$ cat config.mk
export PLATFORM = sky130hd
export DESIGN_NAME = fb_fetch_arbiter
export DESIGN_NICKNAME = d
export VERILOG_FILES = /design/src/rtl/fb_fetch_arbiter_pkg.sv /design/src/rtl/fb_fetch_arbiter.sv
export SDC_FILE = /design/constraint.sdc
export NUM_CORES = 1
export LEC_CHECK = 0
export CAP_MARGIN = 20
export CELL_PAD_IN_SITES_DETAIL_PLACEMENT = 1
export CELL_PAD_IN_SITES_GLOBAL_PLACEMENT = 2
export CORE_MARGIN = 2
export CORE_UTILIZATION = 26
export CTS_CLUSTER_DIAMETER = 80
export DETAILED_ROUTE_END_ITERATION = 12
export PLACE_DENSITY_LB_ADDON = 0.1
export SLEW_MARGIN = 20
export SYNTH_ARGS = -nofsm -noshare
export SYNTH_HDL_FRONTEND = slang
export SYNTH_SLANG_ARGS = --single-unit
$ cat constraint.sdc
create_clock -name clk -period 4.59 [get_ports clk]
set_input_delay 0.918 -clock clk [delete_from_list [all_inputs] [get_ports clk]]
set_output_delay 0.918 -clock clk [all_outputs]
set_load 0.02 [all_outputs]
$ cat src/rtl/fb_fetch_arbiter_pkg.sv
// fb_fetch_arbiter_pkg: shared state encoding, bus widths and row address helper
// Rev 1.0
`default_nettype none

package fb_fetch_arbiter_pkg;

  localparam int ADDR_W  = 18;
  localparam int DATA_W  = 32;
  localparam int LBUF_AW = 7;

  typedef enum logic [1:0] {
    ST_IDLE  = 2'd0,
    ST_FETCH = 2'd1,
    ST_WRITE = 2'd2
  } state_t;

  // Word address of a row element; wraps naturally to the 18-bit bus.
  function automatic logic [ADDR_W-1:0] row_addr(
    input logic [ADDR_W-1:0] y,
    input logic [ADDR_W-1:0] words,
    input logic [ADDR_W-1:0] w
  );
    return y * words + w;
  endfunction

endpackage

`default_nettype wire

$ cat src/rtl/fb_fetch_arbiter.sv
// fb_fetch_arbiter: shares one memory port between row prefetch into a
// double-buffered line buffer and CPU writes. Rev 1.0
`default_nettype none

module fb_fetch_arbiter
  import fb_fetch_arbiter_pkg::*;
#(
  parameter  int WORDS_PER_LINE = 80,
  parameter  int CPU_SLOT       = 16,
  parameter  int NUM_ROWS       = 480,
  localparam int Y_W            = $clog2(NUM_ROWS),
  localparam int SLOT_W         = $clog2(CPU_SLOT + 1)
) (
  input  logic               clk,
  input  logic               rst,
  input  logic               i_line_start,
  input  logic [Y_W-1:0]     i_line_y,
  input  logic               i_cpu_valid,
  input  logic [ADDR_W-1:0]  i_cpu_addr,
  input  logic [DATA_W-1:0]  i_cpu_wdata,
  output logic               o_cpu_ready,
  output logic               o_mem_req,
  output logic               o_mem_we,
  output logic [ADDR_W-1:0]  o_mem_addr,
  output logic [DATA_W-1:0]  o_mem_wdata,
  input  logic [DATA_W-1:0]  i_mem_rdata,
  input  logic               i_mem_ack,
  output logic               o_lbuf_we,
  output logic [LBUF_AW-1:0] o_lbuf_waddr,
  output logic [DATA_W-1:0]  o_lbuf_wdata,
  output logic               o_lbuf_bank,
  output logic               o_underrun
);

  state_t              r_state;
  state_t              w_state_nxt;
  logic                r_pending;
  logic                r_restart;
  logic                r_underrun;
  logic                r_bank;
  logic                r_lbuf_we;
  logic [Y_W-1:0]      r_line_y;
  logic [Y_W-1:0]      r_new_y;
  logic [LBUF_AW-1:0]  r_word_cnt;
  logic [LBUF_AW-1:0]  r_lbuf_waddr;
  logic [DATA_W-1:0]   r_lbuf_wdata;
  logic [SLOT_W-1:0]   r_slot_cnt;
  logic [SLOT_W-1:0]   w_slot_inc;
  logic                w_slot_hit;
  logic                w_last;
  logic                w_restart_now;
  logic [ADDR_W-1:0]   w_fetch_addr;

  assign w_last        = (r_word_cnt == LBUF_AW'(WORDS_PER_LINE - 1));
  assign w_slot_inc    = (r_slot_cnt == SLOT_W'(CPU_SLOT)) ? r_slot_cnt : r_slot_cnt + 1'b1;
  assign w_slot_hit    = (w_slot_inc == SLOT_W'(CPU_SLOT));
  // A new row arriving mid-fetch restarts the fetch, unless it lands on the final ack.
  assign w_restart_now = r_restart || (i_line_start && !w_last);
  assign w_fetch_addr  = row_addr(ADDR_W'(r_line_y), ADDR_W'(WORDS_PER_LINE), ADDR_W'(r_word_cnt));

  always_ff @(posedge clk or posedge rst) begin
    if (rst) r_state <= ST_IDLE;
    else     r_state <= w_state_nxt;
  end

  always_comb begin
    w_state_nxt = r_state;
    unique case (r_state)
      ST_IDLE: begin
        if (r_pending)        w_state_nxt = ST_FETCH;
        else if (i_cpu_valid) w_state_nxt = ST_WRITE;
      end
      ST_FETCH: begin
        if (i_mem_ack) begin
          if (w_restart_now)                  w_state_nxt = ST_FETCH;
          else if (w_last)                    w_state_nxt = ST_IDLE;
          else if (w_slot_hit && i_cpu_valid) w_state_nxt = ST_WRITE;
        end
      end
      ST_WRITE: begin
        if (i_mem_ack) w_state_nxt = (r_pending || i_line_start) ? ST_FETCH : ST_IDLE;
      end
      default: w_state_nxt = ST_IDLE;
    endcase
  end

  always_comb begin
    o_mem_req   = 1'b0;
    o_mem_we    = 1'b0;
    o_mem_addr  = '0;
    o_mem_wdata = '0;
    o_cpu_ready = 1'b0;
    unique case (r_state)
      ST_FETCH: begin
        o_mem_req  = 1'b1;
        o_mem_addr = w_fetch_addr;
      end
      ST_WRITE: begin
        o_mem_req   = 1'b1;
        o_mem_we    = 1'b1;
        o_mem_addr  = i_cpu_addr;
        o_mem_wdata = i_cpu_wdata;
        o_cpu_ready = i_mem_ack;
      end
      default: ;
    endcase
  end

  always_ff @(posedge clk or posedge rst) begin
    if (rst) begin
      r_pending    <= 1'b0;
      r_restart    <= 1'b0;
      r_underrun   <= 1'b0;
      r_bank       <= 1'b0;
      r_lbuf_we    <= 1'b0;
      r_line_y     <= '0;
      r_new_y      <= '0;
      r_word_cnt   <= '0;
      r_lbuf_waddr <= '0;
      r_lbuf_wdata <= '0;
      r_slot_cnt   <= '0;
    end else begin
      r_lbuf_we <= 1'b0;
      if (r_state == ST_FETCH) begin
        if (i_mem_ack) begin
          r_lbuf_we    <= 1'b1;
          r_lbuf_waddr <= r_word_cnt;
          r_lbuf_wdata <= i_mem_rdata;
          if (w_restart_now) begin
            r_line_y   <= i_line_start ? i_line_y : r_new_y;
            r_word_cnt <= '0;
            r_slot_cnt <= '0;
            r_restart  <= 1'b0;
            r_underrun <= 1'b1;
          end else if (w_last) begin
            r_bank     <= ~r_bank;
            r_word_cnt <= '0;
            r_slot_cnt <= '0;
            r_pending  <= i_line_start;
            if (i_line_start) r_line_y <= i_line_y;
          end else begin
            r_word_cnt <= r_word_cnt + 1'b1;
            r_slot_cnt <= (w_slot_hit && i_cpu_valid) ? '0 : w_slot_inc;
          end
        end else if (i_line_start) begin
          // The outstanding read must finish on its old address before switching rows.
          r_restart  <= 1'b1;
          r_new_y    <= i_line_y;
          r_underrun <= 1'b1;
        end
      end else if (i_line_start) begin
        r_line_y   <= i_line_y;
        r_word_cnt <= '0;
        r_slot_cnt <= '0;
        r_pending  <= 1'b1;
        if (r_pending) r_underrun <= 1'b1;
      end
    end
  end

  assign o_lbuf_we    = r_lbuf_we;
  assign o_lbuf_waddr = r_lbuf_waddr;
  assign o_lbuf_wdata = r_lbuf_wdata;
  assign o_lbuf_bank  = r_bank;
  assign o_underrun   = r_underrun;

endmodule

`default_nettype wire
==> results.py <==
metrics = {
    "finish": {
        "synthToLayoutAreaGrowth_pct": 53.3,
        "stdcell_area_um2": 6880,
        "final_cell_mix": "clkdlybuf4s50_1, nand2_1, dfrtp_1",
        "instances_no_fill": 912,
        "final_common_cell": "clkdlybuf4s50_1",
        "diodes": 0,
        "layout-drive-gt1-share": 0.0640,
        "nets": 805,
    },
    "clock_tree": {
        "cts_buffer_depth": 2,
        "clk_pin_slew_worst_paths_ns": 0.06,
        "cts-root-buf": "clkbuf_16",
        "clock_latency_ns": 0.33,
        "clock-sinks": 76,
        "htreeDepth": 3,
        "numCtsBuffers": 9,
        "cts_tree": "yes",
    },
    "timing": {
        "fmax_mhz": 230,
        "skew_ns": 0.00413,
        "rsz0062_at_grt": "no",
        "setup_viol": 0,
        "whs_ns": 0.473,
        "worst_pin_slew_ns": 0.853,
        "worst_slack_ns": 0.248,
        "setup_tns_ns": 0,
        "finalCritPeriodShare": 0.946,
        "slew_headroom": 0.429,
        "slew_viol_final": 0,
        "min_period_ns": 4.34,
        "hold_viol_final": 0,
    },
    "worst_setup_path": {
        "crit_family": "adder cells",
        "start_kind": "flip-flop",
        "endpoint_kind": "output pin",
        "reg2reg_to": "r_line_y[1]",
        "crit_fanout": 5,
        "crit_top_cell": "ha_1",
        "critPathCapture": "o_mem_addr[14]",
        "r2r_setup_slack_ns": 1.75,
        "required_ns": 3.67,
        "r2r_start": "r_state[1]",
        "path_depth": 12,
        "crit_buf_inv": 3,
        "cp_cell_sequence": "ha_1, ha_1, inv_1, fa_1, and2b_1, o22ai_1, xnor2_1, buf_4, nand3_1, or3_1, o211ai_1, dlygate4sd2_1",
        "cp_slowest_cell": "dfrtp_1",
        "worstPathArrival_ns": 3.42,
        "cp_slowest_stage_delay_ns": 0.44,
        "startpoint": "r_line_y[1]",
        "reg2reg_depth": 8,
        "criticalPathCategory": "flip-flop to output pin",
    },
    "hold_path": {
        "hold_path_class": "flip-flop to flip-flop",
        "hold_path_startpoint": "o_lbuf_wdata[18]",
    },
    "synthesis": {
        "yosys.area.top_type": "dfrtp_1",
        "synth-seq-cells": 76,
        "synth_cell_type_count": 52,
        "synth_edf_count": 0,
        "synth_top_area_frac": 0.424,
        "ys_warn_count": 0,
        "syn_area_per_cell_um2": 8.95,
        "netlist_area_um2": 4490,
        "yosys-top-cells-area": "dfrtp_1, nand2_1, ha_1",
        "ys_async_sr_fraction": 1.00,
        "synth_flop_cell": "dfrtp_1",
        "ys_seq_area_frac": 0.424,
        "syn_nets": 623,
        "netlist_instances": 501,
    },
    "power": {
        "p_per_area_nw_per_um2": 687,
        "power_leakage_nw": 3.03,
        "irDropWorstVdd_v": 0.000296,
    },
    "detailed_routing": {
        "vias_per_cell": 4.61,
        "wire_per_inst_um": 16.5,
        "dr.pass1.iters": 4,
        "drc": 0,
        "postRouteWirelength_mm": 15.0,
        "ant_nets": 0,
        "num_vias": 4207,
        "drtIter0Drc": 115,
    },
    "floorplan": {
        "die-area_um2": 18300,
        "core_area_um2": 17100,
        "ioPinCount": 191,
        "die_w_um": 135,
        "start_util": 0.263,
        "die_h_um": 135,
        "std_cell_rows": 48,
    },
    "run_status": {
        "status": "finished, final reports clean",
    },
    "global_routing": {
        "grt_max_degree": 77,
        "grtUsageTotal": 0.166,
        "grt_pass1_vias": 4486,
        "antenna_found_initial": 0,
        "grt_overflow_total": 0,
        "grt_pass1_wl_mm": 24.0,
    },
    "flow_run": {
        "max-cap-violations": 0,
    },
    "placement": {
        "placed_area_um2": 6570,
        "io_buffers": 190,
        "pre_cts_ws_ns": 0.314,
        "dp_hpwl_mm": 11.3,
        "dp.cells": 896,
        "gp_congestion": 0.801,
    },
}
## metal layers
layer	GRT usage	vias up	wire, um	part of all wire
met4	0.0417	0	204	0.014
li1	-	2080	-	-
met2	0.290	73	7700	0.51
met5	0	-	0	0
met3	0.0374	17	632	0.042
met1	0.207	2037	6500	0.43
## synth_stat cells (all sizes together) (13+ instances only)
cell and instances:
ha 24, nor2 13, and2 35, nand3 15, dfrtp 76, o22ai 20, a21oi 26, clkbuf 23
nand2 134, o21ai 14
## repair_timing
item / CTS / global route
pin swaps: 1 / 0
hold endpoints to repair: 0 / 0
gates resized for setup: 2 / 2
hold buffers: 0 / 0
setup endpoints to repair: 2 / 2
setup buffers: 1 / 0
## stage by stage
step / utilization / total power [mW]
6_report: 0.403 / 4.72
5_1_grt: 0.403 / 5.12
4_1_cts: 0.403 / 4.80
3_5_place_dp: 0.385 / 4.04
3_3_place_gp: 0.385 / 3.99
2_1_floorplan: - / 2.97
## flip-flops by register name, summed over array words and instances, names as in the netlist
register / count
o_lbuf_waddr: 7
r_pending: 1
r_line_y: 9
r_word_cnt: 7
o_lbuf_wdata: 32
r_restart: 1
r_state: 2
o_lbuf_we: 1
r_new_y: 9
r_slot_cnt: 5
o_underrun: 1
o_lbuf_bank: 1
## how the worst min path moves through the flow
stage	end	cells past startpoint
floorplan	r_new_y[0]	1
global placement	o_lbuf_wdata[13]	2
detailed placement	o_lbuf_wdata[18]	2
CTS	o_lbuf_wdata[18]	2
global route	o_lbuf_bank	1
finish	o_lbuf_wdata[18]	2
## worst register-to-register path, cell delays in order (launching register included)
cell,delay [ns]
dfrtp_1,0.41
inv_1,0.09
ha_1,0.34
buf_4,0.32
nand2_1,0.12
inv_1,0.56
nand2b_1,0.47
o22ai_1,0.29
a21oi_1,0.10
## area by class of cell
class	instances	area, um^2
fillers	1997	10200
well taps	225	282
inverters	12	45.0
clock buffers	11	233
repair buffers	198	1970
clock inverters	4	51.3
multi-input cells	386	2390
flip-flops and latches	76	1900
## cells by family after synthesis
logic type	Yosys count	synth area share
AND/OR/NAND/NOR	232	0.244
AO/OA/AOI/OAI	96	0.143
flip-flops	76	0.424
buffers and inverters	39	0.0435
adder cells (fa/ha/maj)	26	0.0759
XOR/XNOR	17	0.0332
multiplexers	15	0.0365
## power breakdown
group	internal [mW]	total, mW	switching [mW]
combinational	1.33	2.91	1.58
clock	0.419	0.694	0.275
sequential	0.923	1.12	0.194
total	2.67	4.72	2.05
(Power assumes the default switching activity.)
